$ cat config.mk
export PLATFORM = sky130hd
export DESIGN_NAME = if_fetch_flat
export DESIGN_NICKNAME = d
export VERILOG_FILES = /design/src/rtl/if_fetch_pkg.sv /design/src/rtl/if_fetch_if.sv /design/src/rtl/if_fetch.sv /design/src/flat_wrapper.sv
export SDC_FILE = /design/constraint.sdc
export NUM_CORES = 1
export LEC_CHECK = 0
export BUFFER_PORTS_ARGS = -buffer_cell sky130_fd_sc_hd__buf_4
export CAP_MARGIN = 20
export CORE_ASPECT_RATIO = 1.4
export CORE_MARGIN = 10
export CORE_UTILIZATION = 51
export CTS_CLUSTER_DIAMETER = 40
export DETAILED_ROUTE_END_ITERATION = 10
export PLACE_DENSITY = 0.81
export SLEW_MARGIN = 20
export SYNTH_ARGS = -nofsm -noshare
export SYNTH_HDL_FRONTEND = slang
export SYNTH_SLANG_ARGS = --single-unit
export TNS_END_PERCENT = 30
$ cat constraint.sdc
create_clock -name clk -period 2.15 [get_ports clk]
set_input_delay 0.3225 -clock clk [delete_from_list [all_inputs] [get_ports clk]]
set_output_delay 0.3225 -clock clk [all_outputs]
set_load 0.01 [all_outputs]
$ cat src/rtl/if_fetch_pkg.sv
// Shared constants for the IF stage: bus widths, reset PC
// and FSM state encodings.
package if_fetch_pkg;

    localparam logic [31:0] RESET_PC    = 32'hBFC0_0000;
    localparam int          IF_TO_ID_WD = 33;
    localparam int          BR_WD       = 33;
    localparam int          STALL_W     = 6;

    localparam logic        STOP   = 1'b1;
    localparam logic        NOSTOP = 1'b0;

    localparam logic [1:0]  S_IDLE = 2'd0;
    localparam logic [1:0]  S_RUN  = 2'd1;
    localparam logic [1:0]  S_HOLD = 2'd2;
    localparam logic [1:0]  S_PEND = 2'd3;

endpackage

$ cat src/rtl/if_fetch_if.sv
// IF stage link bundle: stall/branch inputs, IF->ID bus,
// instruction SRAM request port and debug state.
import if_fetch_pkg::*;

interface if_fetch_if;

    logic [STALL_W-1:0]     stall;
    logic [BR_WD-1:0]       br_bus;
    logic [IF_TO_ID_WD-1:0] if_to_id_bus;
    logic                   inst_sram_en;
    logic [3:0]             inst_sram_wen;
    logic [31:0]            inst_sram_addr;
    logic [31:0]            inst_sram_wdata;
    logic [1:0]             if_state;

    modport master (
        input  stall,
        input  br_bus,
        output if_to_id_bus,
        output inst_sram_en,
        output inst_sram_wen,
        output inst_sram_addr,
        output inst_sram_wdata,
        output if_state
    );

    modport slave (
        output stall,
        output br_bus,
        input  if_to_id_bus,
        input  inst_sram_en,
        input  inst_sram_wen,
        input  inst_sram_addr,
        input  inst_sram_wdata,
        input  if_state
    );

endinterface

$ cat src/rtl/if_fetch.sv
// Instruction-fetch stage: owns the PC, issues SRAM fetches and
// holds any branch redirect that arrives while the PC is stalled.
import if_fetch_pkg::*;

module if_fetch (
    input  logic           clk,
    input  logic           rst,
    if_fetch_if.master     bus
);

    logic        r_ce;
    logic [31:0] r_pc;
    logic        r_pend_v;
    logic [31:0] r_pend_addr;
    logic [1:0]  r_state;

    logic        w_br_e;
    logic [31:0] w_br_addr;
    logic        w_stop;
    logic [31:0] w_pc_inc;
    logic [31:0] w_next_pc;

    assign w_br_e    = bus.br_bus[32];
    assign w_br_addr = bus.br_bus[31:0];
    assign w_stop    = bus.stall[0];
    assign w_pc_inc  = r_pc + 32'd4;

    // Redirect priority: live branch, then latched branch, then sequential.
    always_comb begin
        w_next_pc = w_pc_inc;
        if (w_br_e)
            w_next_pc = w_br_addr;
        else if (r_pend_v)
            w_next_pc = r_pend_addr;
    end

    // PC / pending-redirect state machine.
    always_ff @(posedge clk or posedge rst) begin
        if (rst) begin
            r_ce        <= 1'b0;
            r_pc        <= RESET_PC - 32'd4;
            r_pend_v    <= 1'b0;
            r_pend_addr <= 32'd0;
            r_state     <= S_IDLE;
        end else begin
            unique case (r_state)
                S_IDLE: begin
                    // Branches and stalls are not meaningful before the first fetch.
                    r_ce    <= 1'b1;
                    r_pc    <= w_pc_inc;
                    r_state <= S_RUN;
                end
                S_RUN, S_HOLD: begin
                    if (w_stop == NOSTOP) begin
                        r_pc    <= w_next_pc;
                        r_state <= S_RUN;
                    end else if (w_br_e) begin
                        r_pend_v    <= 1'b1;
                        r_pend_addr <= w_br_addr;
                        r_state     <= S_PEND;
                    end else begin
                        r_state <= S_HOLD;
                    end
                end
                S_PEND: begin
                    if (w_stop == NOSTOP) begin
                        r_pc     <= w_next_pc;
                        r_pend_v <= 1'b0;
                        r_state  <= S_RUN;
                    end else if (w_br_e) begin
                        r_pend_addr <= w_br_addr;
                    end
                end
                default: r_state <= S_IDLE;
            endcase
        end
    end

    assign bus.if_to_id_bus    = {r_ce, r_pc};
    assign bus.inst_sram_en    = r_ce;
    assign bus.inst_sram_wen   = 4'b0000;
    assign bus.inst_sram_addr  = r_pc;
    assign bus.inst_sram_wdata = 32'd0;
    assign bus.if_state        = r_state;

endmodule

$ cat src/flat_wrapper.sv
// flat-port wrapper written by rule: the top's interface ports become plain ports
module if_fetch_flat 
  (clk, rst, bus_stall, bus_br_bus, bus_if_to_id_bus, bus_inst_sram_en, bus_inst_sram_wen, bus_inst_sram_addr, bus_inst_sram_wdata, bus_if_state);
  if_fetch_if bus_i ();
  input  logic clk;
  input  logic rst;
  input wire logic [$bits(bus_i.stall)-1:0] bus_stall;
  input wire logic [$bits(bus_i.br_bus)-1:0] bus_br_bus;
  output wire logic [$bits(bus_i.if_to_id_bus)-1:0] bus_if_to_id_bus;
  output wire logic [$bits(bus_i.inst_sram_en)-1:0] bus_inst_sram_en;
  output wire logic [$bits(bus_i.inst_sram_wen)-1:0] bus_inst_sram_wen;
  output wire logic [$bits(bus_i.inst_sram_addr)-1:0] bus_inst_sram_addr;
  output wire logic [$bits(bus_i.inst_sram_wdata)-1:0] bus_inst_sram_wdata;
  output wire logic [$bits(bus_i.if_state)-1:0] bus_if_state;
  assign bus_i.stall = bus_stall;
  assign bus_i.br_bus = bus_br_bus;
  assign bus_if_to_id_bus = bus_i.if_to_id_bus;
  assign bus_inst_sram_en = bus_i.inst_sram_en;
  assign bus_inst_sram_wen = bus_i.inst_sram_wen;
  assign bus_inst_sram_addr = bus_i.inst_sram_addr;
  assign bus_inst_sram_wdata = bus_i.inst_sram_wdata;
  assign bus_if_state = bus_i.if_state;
  if_fetch u_core (.clk(clk), .rst(rst), .bus(bus_i));
endmodule
* Yosys cells after proc, flatten, opt, wreduce, memory -nomap -nowiden
Cells that the tools add are included.
** Word-level totals
- Bits in registers :: 68
- Input port bits :: 41
- Output and inout bits :: 104
- Logic and storage cells :: 31
** Operators by class
- Add/sub/neg operators :: 1
- Equal/unequal tests :: 7
- Multiplexer cells :: 12
- Reduce and logical (&&, ||, !) cells :: 6
** Operators with widths (count)
- 32-bit two-way mux :: 3
- 32-bit case mux with 2 select lines :: 1
- 32-bit by 3-bit adder with 32-bit output, second input constant :: 1
- 2-bit inequality test, second input constant :: 4
- 2-bit case mux with 3 select lines :: 1
- 2-bit == test, second input constant :: 2
- 1-bit two-way mux :: 4
- 2-bit two-way mux :: 2
- 4-bit AND reduction :: 1
- 3-bit AND reduction :: 1
- 3-bit OR reduction :: 1
- 2-bit by 1-bit == test with 1-bit output, second input constant :: 1
- 2-bit zero test :: 1
- 1-bit case mux with 2 select lines :: 1
- 2-bit nonzero test :: 1
- 2-bit OR reduction :: 1

* Logic depth before layout (Yosys ltp)
- Depth in word-level cells :: 5
- Mapped depth :: 8
- Mapped depth without buffers :: 7

* Least setup slack after synthesis
OpenSTA, ideal clock, no wires.
- Path type :: reg-to-reg
- Start point :: register u_core.r_pc[2] (netlist: u_core.bus.inst_sram_addr[2])
- End point :: register u_core.r_pc[14] (netlist: u_core.bus.inst_sram_addr[14])
- Setup time :: 83 ps
- Data arrival time :: 1824 ps
- Required time :: 2067 ps
- Slack :: 243 ps
- Cell stages (with the launch flop) :: 7
- Buffers on the path :: 1
- Period minus slack after synthesis :: 1907 ps
- Path through :: dfstp_2 -> ha_1 -> nand4_2 -> nor3_1 -> buf_2 -> o21ai_1 -> a221o_1
** On the way
- Word-level cells in the longest chain between the ends :: 5
** RTL lines
- start, declared :: line if_fetch.sv:12 : logic [31:0] r_pc;
- start signal, assigned :: line if_fetch.sv:41 : r_pc <= RESET_PC - 32'd4;
- start signal, assigned :: line if_fetch.sv:50 : r_pc <= w_pc_inc;
- start signal, assigned :: line if_fetch.sv:55 : r_pc <= w_next_pc;
- 32-bit by 3-bit adder with 32-bit output (*) :: line if_fetch.sv:26 : assign w_pc_inc = r_pc + 32'd4;
- 32-bit two-way mux :: line if_fetch.sv:33 : else if (r_pend_v)
- 32-bit two-way mux :: line if_fetch.sv:31 : if (w_br_e)
- 32-bit two-way mux :: line if_fetch.sv:54, if_fetch.sv:66
- 32-bit case mux with 2 select lines (*) :: line if_fetch.sv:46 : unique case (r_state)
Mark *: on every way between the ends. The rest lies on a longest branch, timed or not. The select of a mux whose other input is x is not followed.
A chain may end at the register's enable or synchronous reset.

* Final worst setup path
- Start point :: register u_core.r_state[0] (netlist: u_core.bus.if_state[0])
- End point :: register u_core.r_pc[14] (netlist: u_core.bus.inst_sram_addr[14])
** On the way
- Word-level cells in the longest chain between the ends :: 3
- Elaborated cells on any way between the ends :: 7
- Classes of those cells :: eq/ne (4); mux (1); reduce/logical (2)
** RTL lines
- start, declared :: line if_fetch.sv:15 : logic [1:0] r_state;
- start signal, assigned :: line if_fetch.sv:44 : r_state <= S_IDLE;
- start signal, assigned :: line if_fetch.sv:51 : r_state <= S_RUN;
- start signal, assigned :: line if_fetch.sv:56 : r_state <= S_RUN;
- 2-bit by 1-bit == test with 1-bit output or 2-bit == test (tied branches) :: line if_fetch.sv:46
- 3-bit OR reduction (no line)
- 32-bit case mux with 2 select lines or 2-bit inequality test (tied branches)
Several ways; a longest one is shown, not always the timed one.

==> flow_metrics.py <==
metrics = {
    "run_status": {
        "status": "finished clean",
    },
    "clock_tree": {
        "cts_resized": 0,
        "cts.root.buffer_cell": "clkbuf_16",
        "cts_inserted_buffers": 9,
        "cts_setup_buffers": 0,
        "clock-sinks": 68,
        "holdBufCountCts": 0,
        "tritoncts": "done",
        "clk_transition_reported_paths_ns": 0.05,
        "cts-htree-levels": 3,
        "clock_latency_ns": 0.33,
        "clock_tree.buffer_depth": 2,
    },
    "finish": {
        "final_cell_count_no_fill": 641,
        "nNetsFinal": 580,
        "post_route_cells_drive_above_1_share_pct": 39.1,
        "num_antenna_cells": 0,
        "area_growth_syn_to_layout_pct": 19.6,
    },
    "logic_synthesis": {
        "synth.top_cells.by_area": "dfrtp_1 (23%), dfstp_2 (17%), buf_4 (12%)",
        "postSynth.asyncResetShare_pct": 100,
        "synth_cell_types": 64,
        "yosys_register_bits": 68,
        "post_synth_inst_count": 461,
        "synth_warnings": 0,
        "synth_top_cell_by_area": "dfrtp_1",
        "post_synthesis_cell_area_mm2": 0.00436,
        "synthesis.area_per_instance_um2": 9.45,
        "synth_edf_count": 0,
        "synth-seq-area-share_pct": 39.9,
        "synth_ff_type": "dfrtp_1",
        "netlist.area_leader.share_pct": 23.0,
    },
    "placement": {
        "port_buffers": 103,
        "place_hpwl_um": 9250,
        "finalWeightedCongestion": 0.867,
        "dp_cells": 626,
    },
    "route": {
        "drc": 0,
        "detail_route.wirelength_um": 12500,
        "detailroute.via_count": 3828,
        "route.detailed.wl_per_inst_um": 19.6,
        "postRouteAntennaNets": 0,
        "vias_per_cell": 5.97,
        "detail_route.iter0.violations": 250,
        "dr.pass1.iters": 5,
    },
    "power": {
        "power.static_leakage_nw": 2.29,
        "ir_worst_vdd_mv": 0.682,
        "powerDensity_mw_per_mm2": 1390,
    },
    "grt": {
        "overall_routing_resource_usage_pct": 18.7,
        "maximum_number_of_pins_on_one_net_before_global_route_repair": 69,
        "initial_antenna_violation_count": 0,
        "first_global_vias": 3850,
        "grt_pass1_wl_um": 19700,
        "globalRoute.totalOverflow": 0,
    },
    "sta": {
        "finalCriticalPeriod_ns": 1.99,
        "layout_worst_path_cycle_share_pct": 92.7,
        "timing.fmax_mhz": 502,
        "final_layout_setup_total_negative_slack_ns": 0,
        "grt_setup_unrepaired": "false",
        "finalSetupViolCount": 0,
        "finalHoldViolCount": 0,
        "finalClockSkew_ns": 0.00555,
        "finalMaxSlewViolations": 0,
    },
    "floorplan": {
        "die_x_um": 98.1,
        "floorplan.rows": 39,
        "design.portCount": 145,
        "die_y_um": 129,
        "fp.dieArea_mm2": 0.0127,
        "core_mm2": 0.00825,
        "initial_core_util_pct": 52.8,
    },
    "setup_path": {
        "r2r-start": "u_core.bus.if_state[0]$_DFFE_PP0P_",
        "cp-start-kind": "flip-flop",
        "worstRegToRegCells": 7,
        "rrSetupSlack_ns": 0.16,
        "rr_endpoint": "u_core.bus.inst_sram_addr[14]$_DFFE_PP1P_",
        "timing.critical_path.to_type": "flip-flop",
        "cp_max_fo": 9,
        "worst-endpoint-required_ns": 2.41,
        "path_class": "reg -> reg",
        "worst_ep_arrival_time_ns": 2.26,
    },
    "job": {
        "max_cap_viol_count": 0,
    },
    "hold_path": {
        "timing.hold.worst.class": "in -> async",
    },
}
==> synth_stat cells (3+ instances only) <==
cell type / number
buf_4: 70
dfrtp_1: 40
nor2_1: 38
mux2_2: 31
nand2_1: 30
a21oi_1: 29
dfstp_2: 28
o21ai_0: 19
nand3_1: 13
o22ai_1: 13
a221oi_1: 12
buf_2: 12
nor3_1: 9
a31oi_1: 7
clkbuf_1: 6
nand4_1: 6
inv_1: 5
nand3b_1: 5
a211oi_1: 4
and2_1: 4
ha_1: 4
o22a_1: 4
o311ai_1: 4
a22o_1: 3
a311oi_1: 3
and3_1: 3
buf_1: 3
nor2_2: 3
nor2b_1: 3
o21ai_1: 3
==> state kept, by name, indices dropped and copies added, names as in the netlist <==
register,count
u_core.r_pend_v,1
u_core.r_pend_addr,32
u_core.bus.inst_sram_addr,32
u_core.bus.inst_sram_en,1
u_core.bus.if_state,2
==> metrics by stage <==
| stage | hold slack, ns | worst slack (ns) | util (%) | instance area [um2] | total power [W] |
|---|---|---|---|---|---|
| after floorplan | 0.454 | 0.162 | - | 4490 | 0.00463 |
| after global placement | 0.434 | 0.259 | 59.6 | 4910 | 0.00566 |
| after detailed placement | 0.435 | 0.201 | 59.6 | 4910 | 0.00579 |
| after CTS | 0.0912 | 0.151 | 63.2 | 5210 | 0.00727 |
| after global routing | 0.114 | 0.0365 | 63.2 | 5210 | 0.00768 |
| final | 0.0616 | 0.157 | 63.2 | 5210 | 0.00725 |
==> final cells by class <==
class | count | area [um2]
Clock buffer | 13 | 260
Clock inverter | 2 | 35.0
Fill cell | 687 | 3040
Inverter | 8 | 30.0
Multi-Input combinational cell | 327 | 2090
Sequential cell | 68 | 1740
Tap cell | 102 | 128
Timing Repair Buffer | 121 | 933
==> logic make-up (layout without fill, tap and decap cells) <==
logic type                 Yosys count  after routing  synth area share (%)
buffers and inverters              101            144                  15.3
xor gates and xnor gates             2              2                 0.402
AOI/OAI and AO/OA                  120            120                  18.5
adders and majority gates            4              4                  1.15
DFF                                 68             68                  39.9
other                                1             36                0.0861
muxes                               35             35                  9.08
and+or+nand+nor                    130            130                  15.7
==> power breakdown <==
group / switching, W / leakage, nW / internal [W] / total [W]
clock network: 0.000513 / 0.146 / 0.000953 / 0.00147
registers: 0.000644 / 0.754 / 0.00198 / 0.00263
logic: 0.00161 / 1.39 / 0.00155 / 0.00316
==> per-layer routing <==
layer  GRT usage [%]  vias up  wire, um
met5               0        -         0
met4            10.3        0       439
met3            5.32       30      1080
met2            31.0      186      6140
met1            21.5     1878      4890
li1                -     1734         -
==> cells in the final DEF (no fill, tap or decap), drive strengths merged, types with 3 or more instances in the layout <==
cell type  instances
a211oi             4
a21oi             29
a221oi            12
a22o               3
a311oi             3
a31oi              7
and2               4
and3               3
buf              121
clkbuf            13
conb              36
dfrtp             40
dfstp             28
ha                 4
inv                7
mux2              33
nand2             30
nand3             14
nand3b             5
nand4              8
nor2              42
nor2b              3
nor3              11
o21ai             22
o22a               4
o22ai             13
o311ai             5
==> critical path: stages, from the launching register on <==
cell	delay, ns
dfrtp_1	0.41
inv_1	0.10
ha_1	0.34
inv_2	0.16
nand2_1	0.22
nand2_1	0.27
nor3b_1	0.27
a221o_1	0.15
==> worst max path at each step <==
stage,start,endpoint,slack [ns],cells after the start
floorplan,rst,u_core.bus.if_state[0]$_DFFE_PP0P_,0.16,1
global placement,u_core.bus.if_state[0]$_DFFE_PP0P_,u_core.bus.inst_sram_addr[7]$_DFFE_PP1P_,0.26,7
detailed placement,u_core.bus.if_state[0]$_DFFE_PP0P_,u_core.bus.inst_sram_addr[14]$_DFFE_PP1P_,0.20,7
CTS,u_core.bus.if_state[0]$_DFFE_PP0P_,u_core.bus.inst_sram_addr[14]$_DFFE_PP1P_,0.15,7
global route,u_core.bus.if_state[1]$_DFFE_PP0P_,u_core.bus.inst_sram_addr[14]$_DFFE_PP1P_,0.04,7
finish,u_core.bus.if_state[0]$_DFFE_PP0P_,u_core.bus.inst_sram_addr[14]$_DFFE_PP1P_,0.16,7
Power figures use the tool's default switching activity.
